### config.mk
export PLATFORM = sky130hd
export DESIGN_NAME = x_multdiv_unit_flat
export DESIGN_NICKNAME = d
export VERILOG_FILES = /design/src/rtl/x_multdiv_unit_pkg.sv /design/src/rtl/x_multdiv_unit_if.sv /design/src/rtl/x_multdiv_unit_datapath.sv /design/src/rtl/x_multdiv_unit.sv /design/src/flat_wrapper.sv
export SDC_FILE = /design/constraint.sdc
export NUM_CORES = 1
export LEC_CHECK = 0
export CAP_MARGIN = 10
export CORE_ASPECT_RATIO = 0.8
export CORE_MARGIN = 2
export CORE_UTILIZATION = 53
export DETAILED_ROUTE_END_ITERATION = 6
export PLACE_DENSITY = 0.72
export RECOVER_POWER = 25
export SLEW_MARGIN = 20
export SYNTH_ARGS = -nofsm -noshare
export SYNTH_HDL_FRONTEND = slang
export SYNTH_SLANG_ARGS = --single-unit
### constraint.sdc
create_clock -name clock -period 4.75 [get_ports clock]
set_input_delay 0.7125 -clock clock [delete_from_list [all_inputs] [get_ports clock]]
set_output_delay 0.7125 -clock clock [all_outputs]
set_load 0.03 [all_outputs]
### src/rtl/x_multdiv_unit_pkg.sv
// Shared constants and types for the execute-stage multiply/divide unit.
package x_multdiv_unit_pkg;

  localparam int WIDTH = 32;
  localparam int ITER  = 32;

  typedef enum logic [1:0] {
    IDLE = 2'b00,
    RUN  = 2'b01,
    DONE = 2'b10
  } state_t;

  typedef enum logic {
    OP_MUL = 1'b0,
    OP_DIV = 1'b1
  } op_t;

endpackage

### src/rtl/x_multdiv_unit_if.sv
// Bundle between the X stage and the multiply/divide unit.
interface x_multdiv_unit_if;
  import x_multdiv_unit_pkg::*;

  logic             ctrl_MULT;
  logic             ctrl_DIV;
  logic [WIDTH-1:0] data_operandA;
  logic [WIDTH-1:0] data_operandB;
  logic [WIDTH-1:0] data_result;
  logic             data_exception;
  logic             data_resultRDY;
  logic             stall;

  modport master (
    output ctrl_MULT, ctrl_DIV, data_operandA, data_operandB,
    input  data_result, data_exception, data_resultRDY, stall
  );

  modport slave (
    input  ctrl_MULT, ctrl_DIV, data_operandA, data_operandB,
    output data_result, data_exception, data_resultRDY, stall
  );

endinterface

### src/rtl/x_multdiv_unit_datapath.sv
// Magnitude datapath: shift-add multiply (LSB first) and restoring divide
// (MSB first), one bit per step, plus the signed-32-bit overflow check.
module md_iter_datapath
  import x_multdiv_unit_pkg::*;
(
  input  logic             clock,
  input  logic             reset,
  input  op_t              op,
  input  logic             load,
  input  logic             step,
  input  logic [WIDTH-1:0] a_mag,
  input  logic [WIDTH-1:0] b_mag,
  input  logic             neg,
  output logic [WIDTH-1:0] mag_result,
  output logic             overflow
);

  op_t                op_q;
  logic [2*WIDTH-1:0] prod_q;
  logic [WIDTH:0]     rem_q;
  logic [WIDTH-1:0]   quot_q;
  logic [WIDTH-1:0]   opnd_q;

  logic [WIDTH:0]     add_sum;
  logic [WIDTH+1:0]   rem_shift;
  logic [WIDTH+1:0]   rem_diff;
  logic               rem_fits;

  // Next-step arithmetic: partial-product add and trial subtraction.
  always_comb begin
    add_sum   = {1'b0, prod_q[2*WIDTH-1:WIDTH]} + {1'b0, opnd_q};
    rem_shift = {rem_q, quot_q[WIDTH-1]};
    rem_diff  = rem_shift - {2'b00, opnd_q};
    rem_fits  = (rem_shift >= {2'b00, opnd_q});
  end

  // Magnitude registers; the multiplier shares the low half of the product.
  always_ff @(posedge clock) begin
    if (reset) begin
      op_q   <= OP_MUL;
      prod_q <= '0;
      rem_q  <= '0;
      quot_q <= '0;
      opnd_q <= '0;
    end else if (load) begin
      op_q  <= op;
      rem_q <= '0;
      if (op == OP_MUL) begin
        prod_q <= {{WIDTH{1'b0}}, b_mag};
        quot_q <= '0;
        opnd_q <= a_mag;
      end else begin
        prod_q <= '0;
        quot_q <= a_mag;
        opnd_q <= b_mag;
      end
    end else if (step) begin
      if (op_q == OP_MUL) begin
        if (prod_q[0]) begin
          prod_q <= {add_sum, prod_q[WIDTH-1:1]};
        end else begin
          prod_q <= {1'b0, prod_q[2*WIDTH-1:1]};
        end
      end else if (rem_fits) begin
        rem_q  <= (WIDTH+1)'(rem_diff);
        quot_q <= {quot_q[WIDTH-2:0], 1'b1};
      end else begin
        rem_q  <= (WIDTH+1)'(rem_shift);
        quot_q <= {quot_q[WIDTH-2:0], 1'b0};
      end
    end
  end

  // A negative result may reach 2^31; a non-negative one must stay below it.
  always_comb begin
    mag_result = (op_q == OP_MUL) ? prod_q[WIDTH-1:0] : quot_q;
    overflow   = ((op_q == OP_MUL) && (|prod_q[2*WIDTH-1:WIDTH])) ||
                 (mag_result[WIDTH-1] && (!neg || (|mag_result[WIDTH-2:0])));
  end

endmodule

### src/rtl/x_multdiv_unit.sv
// Execute-stage iterative multiply/divide unit: FSM, pipeline stall,
// sign handling and exception select around the magnitude datapath.
module x_multdiv_unit
  import x_multdiv_unit_pkg::*;
(
  input logic          clock,
  input logic          reset,
  x_multdiv_unit_if.slave md
);

  state_t           state;
  op_t              op_q;
  logic [5:0]       counter;
  logic             sign_a;
  logic             sign_b;
  logic             b_zero_q;
  logic             rdy_q;
  logic [WIDTH-1:0] result_q;
  logic             exc_q;

  logic             start;
  op_t              start_op;
  logic             load;
  logic             neg;
  logic [WIDTH-1:0] a_mag;
  logic [WIDTH-1:0] b_mag;
  logic [WIDTH-1:0] mag_result;
  logic             overflow;
  logic [WIDTH-1:0] signed_val;
  logic             div_zero;
  logic [WIDTH-1:0] final_result;
  logic             final_exc;

  // Start decode and operand magnitudes; MULT wins when both are pulsed.
  always_comb begin
    start    = md.ctrl_MULT | md.ctrl_DIV;
    start_op = md.ctrl_MULT ? OP_MUL : OP_DIV;
    load     = (state == IDLE) && start;
    a_mag    = md.data_operandA[WIDTH-1] ? -md.data_operandA : md.data_operandA;
    b_mag    = md.data_operandB[WIDTH-1] ? -md.data_operandB : md.data_operandB;
    neg      = sign_a ^ sign_b;
  end

  md_iter_datapath u_datapath (
    .clock      (clock),
    .reset      (reset),
    .op         (start_op),
    .load       (load),
    .step       (state == RUN),
    .a_mag      (a_mag),
    .b_mag      (b_mag),
    .neg        (neg),
    .mag_result (mag_result),
    .overflow   (overflow)
  );

  // Apply the result sign and pick the exception source.
  always_comb begin
    signed_val   = neg ? -mag_result : mag_result;
    div_zero     = (op_q == OP_DIV) && b_zero_q;
    final_result = div_zero ? '0 : signed_val;
    final_exc    = div_zero | overflow;
  end

  // Control FSM: IDLE -> RUN for ITER steps -> one DONE cycle -> IDLE.
  always_ff @(posedge clock) begin
    if (reset) begin
      state    <= IDLE;
      op_q     <= OP_MUL;
      counter  <= '0;
      sign_a   <= 1'b0;
      sign_b   <= 1'b0;
      b_zero_q <= 1'b0;
      rdy_q    <= 1'b0;
      result_q <= '0;
      exc_q    <= 1'b0;
    end else begin
      case (state)
        IDLE: begin
          rdy_q <= 1'b0;
          if (start) begin
            op_q     <= start_op;
            sign_a   <= md.data_operandA[WIDTH-1];
            sign_b   <= md.data_operandB[WIDTH-1];
            b_zero_q <= (md.data_operandB == '0);
            counter  <= '0;
            state    <= RUN;
          end
        end
        RUN: begin
          counter <= counter + 6'd1;
          if (counter == 6'(ITER - 1)) begin
            rdy_q <= 1'b1;
            state <= DONE;
          end
        end
        DONE: begin
          result_q <= final_result;
          exc_q    <= final_exc;
          rdy_q    <= 1'b0;
          state    <= IDLE;
        end
        default: begin
          rdy_q <= 1'b0;
          state <= IDLE;
        end
      endcase
    end
  end

  assign md.stall          = (state == RUN) || load;
  assign md.data_resultRDY = rdy_q;
  assign md.data_result    = (state == DONE) ? final_result : result_q;
  assign md.data_exception = (state == DONE) ? final_exc : exc_q;

endmodule

### src/flat_wrapper.sv
// flat-port wrapper written by rule: the top's interface ports become plain ports
module x_multdiv_unit_flat import x_multdiv_unit_pkg::*;
  (clock, reset, md_ctrl_MULT, md_ctrl_DIV, md_data_operandA, md_data_operandB, md_data_result, md_data_exception, md_data_resultRDY, md_stall);
  x_multdiv_unit_if md_i ();
  input logic clock;
  input logic reset;
  input wire logic [$bits(md_i.ctrl_MULT)-1:0] md_ctrl_MULT;
  input wire logic [$bits(md_i.ctrl_DIV)-1:0] md_ctrl_DIV;
  input wire logic [$bits(md_i.data_operandA)-1:0] md_data_operandA;
  input wire logic [$bits(md_i.data_operandB)-1:0] md_data_operandB;
  output wire logic [$bits(md_i.data_result)-1:0] md_data_result;
  output wire logic [$bits(md_i.data_exception)-1:0] md_data_exception;
  output wire logic [$bits(md_i.data_resultRDY)-1:0] md_data_resultRDY;
  output wire logic [$bits(md_i.stall)-1:0] md_stall;
  assign md_i.ctrl_MULT = md_ctrl_MULT;
  assign md_i.ctrl_DIV = md_ctrl_DIV;
  assign md_i.data_operandA = md_data_operandA;
  assign md_i.data_operandB = md_data_operandB;
  assign md_data_result = md_i.data_result;
  assign md_data_exception = md_i.data_exception;
  assign md_data_resultRDY = md_i.data_resultRDY;
  assign md_stall = md_i.stall;
  x_multdiv_unit u_core (.clock(clock), .reset(reset), .md(md_i));
endmodule
==> metrics.yaml, run 1 <==
status:
  status: "finished, violations left"
  violations: "max-capacitance violations, max-slew violations"
critical_path:
  cp_num_buf_inv: 3
  crit_type: "reg2out"
  arrival_ps: 3810
  slowest_delay_ps: 610
  crit_top_cell: "buf_4"
  cp_max_fo: 13
  crit_start: "u_core.u_datapath.op_q"
  path_delay_family: "buffers and inverters"
  critPathCaptureType: "output pin"
  crit_slowest_cell: "clkdlybuf4s50_1"
  reg2reg_from: "u_core.state[1]"
  path_cells: "mux2i_1, ha_1, o221ai_1, nor4_1, buf_4, nor3b_1, buf_4, o21ai_0, a32o_1, clkdlybuf4s50_1"
  startpoint_type: "register"
  required_ps: 4040
place:
  dp_hpwl_um: 31900
  place.gp.congestion: 0.904
  placed_cells: 2239
  io_buffers: 102
grt:
  grt.overflow.total: 0
  grt_pass1_wl_um: 68900
  grt_max_degree: 77
  use_met3_pct: 4.56
  grt_pass1_vias: 12900
  grtUsageMet2_pct: 45.5
  antenna_found_initial: 1
  grt.busiest_layer: "met2"
  gr-usage-met1_pct: 43.9
  track_usage_pct: 29.9
synth:
  ys.warnings.count: 0
  synth_area_um2: 14400
  synth_area_leaders: "dfxtp_1 (29%), a21oi_1 (7.0%), ha_1 (5.9%)"
  seq_area_frac_synth_pct: 28.8
  synth_nets: 2011
  synth-edff-count: 0
  async_flop_share_pct: 0
  synth_top_cell_area_share_pct: 28.8
  yosys.area.top_type: "dfxtp_1"
  synth_cells: 1873
  syn_area_per_cell_um2: 7.67
  synth_cell_types: 66
  synth_top_flop_cell: "dfxtp_1"
  synth-seq-cells: 207
final_layout:
  nNetsFinal: 2046
  layout.cells.non_filler: 2284
  fillers: 2402
  syn_to_final_growth_pct: 14.6
  multi_input_area_um2: 9620
  ff_latch_area_um2: 4150
  drive_gt1_share_pct: 5.76
cts:
  hold_buffers: 0
  clock_latency_ps: 530
  postCtsSetupBuffers: 0
  cts-root-buf: "clkbuf_16"
  clockBufferDepth: 3
  cts-buffers-inserted: 24
  cts_tree: "yes"
  cts_sinks: 207
  path_clk_slew_ps: 60
  htree_levels: 1
power:
  power_frac_comb_pct: 24.9
  p_leak_nw: 6.48
  ir_worst_vdd_mv: 0.261
  clkPwrFrac_pct: 38.0
  p_switching_mw: 1.70
  p_int_mw: 3.46
  power_frac_seq_pct: 37.1
  switching_share_pct: 32.9
  power.density_nw_per_um2: 313
sta:
  finalCritPeriodShare_pct: 95.3
  worstMarginPinSlew_ps: 2020
  fmax_mhz: 221
  fin_crit_ps: 4530
  hold_viol: 0
  slew_viol_final: 169
  fin_skew_ps: 14.5
  final-setup-viol-count: 0
  rsz0062_at_grt: "false"
  slew-limit-headroom_pct: -34.8
  setup_tns_ps: 0
worst_hold_path:
  min_path_type: "reg2reg"
  worstHoldStart: "u_core.md.data_resultRDY"
floorplanning:
  core.rowCount: 53
  core_area_um2: 26500
  fp.dieArea_um2: 28400
  start_util_pct: 54.3
  die_h_um: 151
  io_pins: 103
  die_w_um: 188
drt:
  routed_wl_um: 44100
  drt_first_pass_iters: 5
  drcViolationCount: 0
  wl_per_cell_um: 19.3
  drtIter0Drc: 1484
  vias_per_cell: 6.24
  vias: 14200
  ant_nets: 0
flow_run:
  max-cap-violations: 3
-- metrics by stage --
step / utilization [%] / cell area [um^2] / power, mW / hold slack, ps / setup slack, ps
finish: 62.3 / 16500 / 5.16 / 459 / 224
floorplan: - / 14400 / 2.82 / 432 / 127
global placement: 59.0 / 15600 / 3.18 / 447 / 608
detailed placement: 59.0 / 15600 / 3.19 / 454 / 469
CTS: 62.2 / 16500 / 5.15 / 466 / 40.6
global route: 62.3 / 16500 / 5.37 / 492 / 71.4
-- path summary, 6_finish.rpt --
path              cells past startpoint  slack, ps                           to
setup / recovery                     10        220           md_data_result[22]
hold / removal                        2        460     u_core.md.data_resultRDY
setup reg to reg                      5        890  u_core.u_datapath.opnd_q[9]
hold reg to reg                       2        460     u_core.md.data_resultRDY
-- worst reg2reg max path, stage by stage (launching register included) --
cell and delay [ps]:
dfxtp_1 350, nor3_1 270, clkbuf_1 1070, clkbuf_1 1480
o211ai_1 380, a21oi_1 240
-- metal layers --
layer	up-vias	routed length (um)
met4	0	1020
met5	-	0
met3	66	3220
met2	533	18800
li1	6855	-
met1	6795	21000
-- power by group through the flow --
| stage | logic (mW) | registers, mW | clock network (mW) |
|---|---|---|---|
| finish | 1.29 | 1.91 | 1.96 |
| global route | 1.41 | 1.92 | 2.04 |
| CTS | 1.26 | 1.91 | 1.98 |
| detailed placement | 1.25 | 1.95 | 0 |
| global placement | 1.23 | 1.95 | 0 |
| floorplan | 0.914 | 1.91 | 0 |
-- cells by family (layout without fill, tap and decap cells) --
family,count (synthesis),count (layout),synth area share (%)
AO/OA/AOI/OAI,621,621,27.4
AND/OR/NAND/NOR,588,588,19.4
flip-flops,207,207,28.8
buffers and inverters,177,230,4.69
XOR/XNOR,136,136,8.29
multiplexers,74,74,5.20
adder cells (fa/ha/maj),70,70,6.20
other,0,1,0
-- cell usage in the layout, fill, tap and decap left out, types with 8 or more instances in the layout --
cell type,count
nor3b_1,12
o21ai_0,141
a22oi_1,20
nand3_1,21
nand2_1,187
dfxtp_1,206
o21a_1,13
buf_4,29
a21oi_1,199
o22ai_1,22
nor2_1,165
o31ai_1,19
clkbuf_16,25
a31oi_1,11
o211ai_1,29
nor3_1,44
clkdlybuf4s50_1,89
nand2b_1,21
o21bai_1,8
a32o_1,9
ha_1,68
a211oi_1,15
a21o_1,36
a221oi_1,11
or4_1,8
xor2_1,72
o41ai_1,10
o22a_1,9
a22o_1,22
or3_1,17
nor2b_1,41
xnor2_1,63
nor4_1,15
mux2i_1,69
inv_1,56
nand4_1,18
-- flip-flops by register name, summed over array words and instances (netlist names) --
register,cells
u_core.u_datapath.prod_q,64
u_core.u_datapath.rem_q,33
u_core.result_q,32
u_core.u_datapath.opnd_q,32
u_core.u_datapath.quot_q,32
u_core.counter,6
u_core.state,2
u_core.b_zero_q,1
u_core.exc_q,1
u_core.md.data_resultRDY,1
u_core.sign_a,1
u_core.sign_b,1
u_core.u_datapath.op_q,1
-- synthesized netlist by cell type (9+ instances only) --
cell type  number
nor3_1         44
a22oi_1        20
o22ai_1        22
or3_1          18
o21a_1         13
a22o_1         22
buf_1          13
a21o_1         36
xnor2_1        64
a31oi_1        12
o22a_1          9
a32o_1          9
o31ai_1        19
nor4_1         17
a211oi_1       15
nor2_1        165
inv_1          56
o211ai_1       29
a221oi_1       11
ha_1           68
a21oi_1       201
clkbuf_1      101
nand4_1        18
xor2_1         72
mux2i_1        69
nand3_1        22
nor2b_1        41
o21ai_0       141
nor3b_1        12
o41ai_1        10
nand2_1       188
nand2b_1       21
dfxtp_1       207
-- final cells by class --
class	instances	area share, %
multi-input cells	1489	58.4
flip-flops and latches	207	25.2
repair buffers	130	7.35
clock buffers	31	4.24
well taps	357	2.71
inverters	56	1.28
clock inverters	13	0.805
diodes	1	0.0152
-- repair_timing --
action	4_1_cts	5_1_grt
gates cloned	0	0
setup endpoints to repair	4	5
gates resized for setup	3	6
(Power assumes the default switching activity.)
==> run 2: changes to the inputs <==
SETUP_SLACK_MARGIN = 0.1   (was not set)
==> run 2 against run 1 <==
The flow still finishes with violations (max-capacitance violations, max-slew violations). Routed wire length about the same. Die area is the same. Largest power group unchanged. Non-clock buffer count unchanged. Sequential share of layout area about the same. Sequential power hardly changed. Fmax rose by 1.5%. Critical path type unchanged. Combinational power barely moved. Global-route usage unchanged. Core utilization about the same. Total power increased by 0.10%. Final cell count is the same. First-iteration DRC count shrank 8.8%.
==> metrics.yaml, run 2 (same netlist as run 1, synthesis figures left out) <==
sta:
  fin_skew_ps: 17.6
  fmax_mhz: 224
  slew_viol_final: 203
  slew-limit-headroom_pct: -36.6
  worstMarginPinSlew_ps: 2050
  rsz0062_at_grt: "false"
  fin_crit_ps: 4460
  finalCritPeriodShare_pct: 93.9
  final-setup-viol-count: 0
  setup_tns_ps: 0
  hold_viol: 0
drt:
  drtIter0Drc: 1353
  wl_per_cell_um: 19.3
  vias: 14300
  drt_first_pass_iters: 5
  drcViolationCount: 0
  routed_wl_um: 44100
  vias_per_cell: 6.26
  ant_nets: 0
place:
  place.gp.congestion: 0.904
  dp_hpwl_um: 31900
  placed_cell_area_um2: 15600
  io_buffers: 102
worst_hold_path:
  min_path_type: "reg2reg"
  holdPathEnd: "u_core.md.data_resultRDY"
  worstHoldStart: "u_core.md.data_resultRDY"
  hold-path-cell-count: 2
floorplanning:
  start_util_pct: 54.3
  core.rowCount: 53
  die_h_um: 151
  die_w_um: 188
  io_pins: 103
  core_area_um2: 26500
  fp.dieArea_um2: 28400
final_layout:
  layout_commonest_cell: "dfxtp_1"
  utilization_pct: 62.2
  most-common-layout-cells: "dfxtp_1 (206), a21oi_1 (200), nand2_1 (187), nor2_1 (165), o21ai_0 (140)"
  syn_to_final_growth_pct: 14.6
  nNetsFinal: 2046
  largest_reg_flops: 64
  largest-register: "u_core.u_datapath.prod_q"
  top_regs: "u_core.u_datapath.prod_q: 64 flops, u_core.u_datapath.rem_q: 33 flops"
  finalInstanceArea_um2: 16500
  drive_gt1_share_pct: 5.71
critical_path:
  critPathCaptureType: "output pin"
  reg2reg_from: "u_core.state[1]"
  arrival_ps: 3750
  cp_max_fo: 13
  crit_type: "reg2out"
  startpoint_type: "register"
  required_ps: 4040
  reg2reg_depth: 5
  r2r-end: "u_core.u_datapath.opnd_q[9]"
  regToRegSetupSlack_ps: 870
power:
  power_frac_seq_pct: 37.0
  p_int_mw: 3.47
  switching_share_pct: 32.9
  power_frac_comb_pct: 25.0
  p_switching_mw: 1.70
  p_leak_nw: 6.45
  power.density_nw_per_um2: 314
  clkPwrFrac_pct: 38.0
  ir_worst_vdd_mv: 0.259
cts:
  clockBufferDepth: 3
  hold_buffers: 0
  cts-root-buf: "clkbuf_16"
  clock_latency_ps: 530
  cts-buffers-inserted: 24
  cts_tree: "yes"
  postCtsSetupBuffers: 0
  path_clk_slew_ps: 60
  htree_levels: 1
  cts_sinks: 207
grt:
  grt_pass1_wl_um: 68900
  grt_max_degree: 77
  antenna_found_initial: 1
  grt.overflow.total: 0
  grt_pass1_vias: 12900
  track_usage_pct: 29.9
status:
  status: "finished, violations left"
  violations: "max-capacitance violations, max-slew violations"
flow_run:
  max-cap-violations: 4
[run 2: what timing repair did]
action / in CTS / in global routing
endpoints found under the hold margin: 0 / 0
gates resized for setup: 5 / 7
endpoints found under the setup margin: 6 / 7
gates cloned: 0 / 0
[run 2: worst max-delay path by stage]
stage	start	cells after the start	endpoint	slack (ps)
3_5_place_dp	u_core.u_datapath.op_q	9	md_data_result[27]	470
3_3_place_gp	u_core.u_datapath.op_q	11	md_data_result[28]	610
2_1_floorplan	u_core.u_datapath.op_q	14	md_data_result[30]	130
5_1_grt	u_core.u_datapath.op_q	9	md_data_result[21]	130
6_report	u_core.u_datapath.op_q	10	md_data_result[22]	290
4_1_cts	u_core.u_datapath.op_q	9	md_data_result[21]	80
[run 2: power by group through the flow]
| stage | logic, mW | clock network (mW) | registers, mW |
|---|---|---|---|
| 5_1_grt | 1.42 | 2.04 | 1.92 |
| 6_report | 1.29 | 1.96 | 1.91 |
| 4_1_cts | 1.26 | 1.98 | 1.91 |
| 2_1_floorplan | 0.914 | 0 | 1.91 |
| 3_5_place_dp | 1.25 | 0 | 1.95 |
| 3_3_place_gp | 1.23 | 0 | 1.95 |
[run 2: metal layers]
metal  GRT usage [%]  part of all wire (%)  vias to the layer above  routed length (um)
met5               0                     0                        -                   0
met4            7.76                   2.4                        0                1040
met3            4.56                   7.3                       69                3210
met2            45.5                    43                      538               18800
met1            43.9                    48                     6824               21100
li1                -                     -                     6861                   -
[run 2: metrics by stage]
step	power, mW	instances	worst slack [ps]	hold slack (ps)
finish	5.17	2284	291	459
global route	5.38	2284	135	492
CTS	5.15	2283	80.5	466
detailed placement	3.19	2239	469	454
global placement	3.18	2239	608	447
floorplan	2.82	1873	127	432
[run 2: area by class of cell]
class / count / area, um^2
antenna: 1 / 2.50
clock buffer: 31 / 698
clock inverter: 13 / 133
fill: 2405 / 9990
inverter: 56 / 210
multi-input combinational: 1489 / 9620
sequential: 207 / 4150
tap: 357 / 447
timing repair buffer: 130 / 1210
[run 2: critical path, cell delays in order (launching register included)]
cell and delay [ps]:
dfxtp_4 450, mux2i_1 290, ha_1 270, o221ai_1 240, nor4_2 380, buf_4 200, nor3b_1 210, buf_4 170
o21ai_0 90, a32o_1 310, clkdlybuf4s50_1 610
==> run 3: changes to the inputs <==
GPL_ROUTABILITY_DRIVEN = 0   (was not set)
SKIP_LAST_GASP = 1   (was not set)
SLEW_MARGIN = not set   (was 20)
==> run 3 against run 2 <==
The flow still finishes with violations (max-capacitance violations, max-slew violations). Largest cell class unchanged. Fmax rose by 1.3%. Clock-buffer cell count rose by 3. Setup slack improved by 57 ps.
==> metrics.yaml, run 3 (same netlist as run 1, synthesis figures left out) <==
critical_path:
  r2r-end: "u_core.u_datapath.rem_q[0]"
  reg2reg_from: "u_core.u_datapath.quot_q[31]"
  critPathCaptureType: "output pin"
  arrival_ps: 3690
  required_ps: 4040
  reg2reg_depth: 14
  regToRegSetupSlack_ps: 900
  crit_type: "reg2out"
  cp_max_fo: 12
  startpoint_type: "register"
grt:
  track_usage_pct: 30.0
  grt.overflow.total: 0
  grt_max_degree: 82
  grt_pass1_wl_um: 69400
  grt_pass1_vias: 13000
  antenna_found_initial: 1
final_layout:
  syn_to_final_growth_pct: 14.6
  largest-register: "u_core.u_datapath.prod_q"
  fillers: 2362
  layout_commonest_cell: "dfxtp_1"
  most-common-layout-cells: "dfxtp_1 (206), a21oi_1 (199), nand2_1 (186), nor2_1 (165), o21ai_0 (141)"
  drive_gt1_share_pct: 5.66
  nNetsFinal: 2046
  largest_reg_flops: 64
  top_regs: "u_core.u_datapath.prod_q: 64 flops, u_core.u_datapath.rem_q: 33 flops"
drt:
  vias: 14400
  drt_first_pass_iters: 6
  ant_nets: 0
  wl_per_cell_um: 19.2
  routed_wl_um: 43800
  drcViolationCount: 0
  drtIter0Drc: 1515
  vias_per_cell: 6.29
sta:
  fin_skew_ps: 9.52
  fin_crit_ps: 4400
  setup_tns_ps: 0
  worstMarginPinSlew_ps: 2190
  layout_setup_ws_ps: 348
  slew-limit-headroom_pct: -46.3
  slew_viol_final: 178
  rsz0062_at_grt: "false"
  finalCritPeriodShare_pct: 92.7
  final-setup-viol-count: 0
  hold_viol: 0
  fmax_mhz: 227
worst_hold_path:
  min_path_type: "reg2reg"
  holdPathEnd: "u_core.md.data_resultRDY"
  hold-path-cell-count: 2
  worstHoldStart: "u_core.md.data_resultRDY"
cts:
  clockBufferDepth: 3
  path_clk_slew_ps: 60
  hold_buffers: 0
  cts_sinks: 207
  cts_tree: "yes"
  htree_levels: 1
  clock_latency_ps: 520
  cts-buffers-inserted: 24
  cts-root-buf: "clkbuf_16"
power:
  power.density_nw_per_um2: 315
  p_leak_nw: 6.46
  ir_worst_vdd_mv: 0.269
floorplanning:
  start_util_pct: 54.3
  io_pins: 103
  core_area_um2: 26500
  die_h_um: 151
  fp.dieArea_um2: 28400
  core.rowCount: 53
  die_w_um: 188
place:
  place_ws_ps: 495
  io_buffers: 102
  dp_hpwl_um: 31800
flow_run:
  max-cap-violations: 3
status:
  violations: "max-capacitance violations, max-slew violations"
  status: "finished, violations left"
[run 3: changes by cell type in the layout (fill, tap and decap cells not counted), sizes merged]
cell and change:
clkinvlp -3, buf +1, clkdlybuf4s50 +2, dlygate4sd3 -1, clkbuf +1, inv -1, bufinv +2, clkinv -2
[run 3: area by class of cell]
| class | instances | area [um^2] | share of cell area [%] |
|---|---|---|---|
| clock buffer | 34 | 689 | 4.19 |
| timing repair buffer | 130 | 1200 | 7.27 |
| antenna | 1 | 2.50 | 0.0152 |
| sequential | 207 | 4150 | 25.2 |
| clock inverter | 9 | 148 | 0.897 |
| multi-input combinational | 1489 | 9620 | 58.5 |
| inverter | 56 | 210 | 1.28 |
| tap | 357 | 447 | 2.71 |
[run 3: metal layers]
layer / vias to the layer above / global-route usage, % / routed length, um
li1: 6876 / - / -
met1: 6778 / 44.8 / 20600
met2: 621 / 44.6 / 18600
met3: 82 / 4.10 / 3470
met4: 0 / 9.33 / 1190
met5: - / 0 / 0
[run 3: worst max path at each step]
| stage | startpoint | endpoint | slack (ps) |
|---|---|---|---|
| final | u_core.u_datapath.op_q | md_data_result[22] | 350 |
| after global routing | u_core.u_datapath.op_q | md_data_result[28] | 130 |
| after CTS | u_core.u_datapath.op_q | md_data_result[22] | 270 |
| after detailed placement | u_core.u_datapath.op_q | md_data_result[21] | 500 |
| after global placement | u_core.u_datapath.op_q | md_data_result[28] | 540 |
| after floorplan | u_core.u_datapath.op_q | md_data_result[30] | 130 |
[run 3: what timing repair did]
action                     in CTS  in global routing
cloned                          0                  0
setup endpoints to repair       4                  6
gates resized for setup         4                  4
buffers inserted                0                  1
[run 3: where the power goes]
part / internal, mW / switching [mW] / total [mW]
Combinational: 0.495 / 0.793 / 1.29
Clock: 1.22 / 0.761 / 1.99
Sequential: 1.82 / 0.0937 / 1.91
Total: 3.54 / 1.65 / 5.19
[run 3: critical path, cell delays in order (launching register included)]
cell and delay, ps:
dfxtp_4 440, mux2i_1 270, ha_1 250, o221ai_1 230
nor4_2 360, buf_4 190, nor3b_1 230, buf_4 180
o21ai_0 70, a32o_1 330, clkdlybuf4s50_1 620
[run 3: through the flow]
stage,hold slack [ps],instance area [um^2],util [%],total power [mW],instances
global route,484,16500,62.2,5.41,2283
floorplan,432,14400,-,2.82,1873
global placement,446,15600,58.9,3.17,2238
CTS,463,16400,62.1,5.17,2281
finish,456,16500,62.2,5.19,2283
detailed placement,449,15600,58.9,3.19,2238
==> RTL change: new RTL, config.mk and constraints of run 1 <==
Compare `counter` against `6'(ITER - 1)` with >= in place of ==.
--- a/src/rtl/x_multdiv_unit.sv
+++ b/src/rtl/x_multdiv_unit.sv
@@ -89,7 +89,7 @@
         end
         RUN: begin
           counter <= counter + 6'd1;
-          if (counter == 6'(ITER - 1)) begin
+          if (counter >= 6'(ITER - 1)) begin
             rdy_q <= 1'b1;
             state <= DONE;
           end
Check against the original RTL: no difference found for any inputs over 4 cycles, from zero or initial values and one cycle with reset high; that may be too few to reach the edited logic, so the function may still have changed.
==> RTL change against run 1 <==
The run still ends with capacitance limit, slew limit left; fmax down 2.1%; cell area up 0.91%; routed wire length up 0.33%; area after synthesis up 0.53%; first-iteration DRC count down 8.0%; sequential share of layout area down 0.23 points; worst setup slack worse by 0.098 ns; global-route usage about the same; sequential cell count unchanged; power up 1.2%; via count about the same; synthesized cell count down 1.3%; largest cell class unchanged; largest power group unchanged; highest routed layer unchanged.
==> RTL change: results (changes against run 1) <==
metric;value;unit;change
cp_max_fo;24;;+11
grt_usage;29.9;%;about the same
grt_use_met1;44.6;%;+0.63 points
grt_max_degree;87;;+13%
dpl_cell_area;0.0158;sq mm;+0.87%
status;finished, violations left;;
violations;capacitance limit, slew limit;;
post-place-cells;2232;;-0.31%
routed_via_density;6.26;;+0.36%
gp_congestion;0.928;;+2.6%
synth.top_cell.area_share;28.7;%;-0.15 points
cap_viol_max_count;2;;-1
firstDrtPassIters;7;;+2
drive_gt1_share;6.49;%;+0.73 points
first_iter_violations;1366;;-8.0%
worst_clock_skew;0.0170;ns;+0.00253 ns
worstReg2RegStart;u_core.u_datapath.quot_q[31]$_SDFFE_PP0P_;;
synthTopCellsByCount;nand2_1 (213), dfxtp_1 (207), nor2_1 (158);;
dpl_worst_slack;0.383;ns;-0.0861 ns
hold_ws;0.481;ns;+0.0219 ns
hpwlAfterDp;32100;um;+0.57%
r2r-end;u_core.u_datapath.rem_q[28]$_SDFFE_PP0P_;;
vias;14257;;+0.056%
grt_first_pass_wirelength;69600;um;+1.0%
syn_area_per_cell;7.81;sq um;+1.8%
r2r_cells;15;;+10
hold_path.class;reg -> reg;;
slew_headroom;-31.5;%;+3.3 points
synth_area_leaders;dfxtp_1 (29%), ha_1 (5.9%), nand2_1 (5.5%);;
pwr-share-seq;36.4;%;-0.7 points
grt_util_met3;4.65;%;+0.088 points
r2r_slack;1.08;ns;+0.19 ns
crit_path_end;md_data_result[24];;
slew_viol_final;131;;-22%
crit_arrival;3.91;ns;+0.10 ns
ir_drop;0.000258;V;-1.1%
p_leak;0.00646;uW;-0.41%
wl_met3;3530;um;+9.7%
synth_seq_area_share;28.7;%;-0.15 points
wire_per_inst;19.4;um;+0.64%
critPathTopFamily;compound AO/OA/AOI/OAI gates;;
power.density;314;mW/mm^2;+0.33%
[RTL change: cell types whose count changed in the layout (fill, tap and decap cells not counted), sizes merged, moves of 9 or more]
cell,change
mux2,+12
a21oi,-44
a22o,-9
o22ai,-10
a22oi,+9
o21ai,-29
a222oi,+31
nor3,-9
xor2,-19
xnor2,+21
nand2,+25
nor2b,+9
a311oi,+12
[RTL change: cells by family after synthesis]
kind of cell / synth area share (%)
xor+xnor: 8.37
buf+inv: 4.60
fa+ha+maj: 6.17
compound gates: 26.6
flops: 28.7
simple gates: 20.0
mux: 5.55
[RTL change: final cells by class]
class	instances	area, sq um
antenna	2	5.00
clock buffer	36	737
clock inverter	7	90.1
fill	2433	10400
inverter	60	225
multi-input combinational	1468	9710
sequential	207	4150
tap	364	455
timing repair buffer	133	1250
[RTL change: timing repair]
| action | CTS | global route |
|---|---|---|
| pin swaps | 0 | 1 |
| endpoints found under the hold margin | 0 | 0 |
| setup endpoints to repair | 6 | 9 |
| gates resized for setup | 3 | 8 |
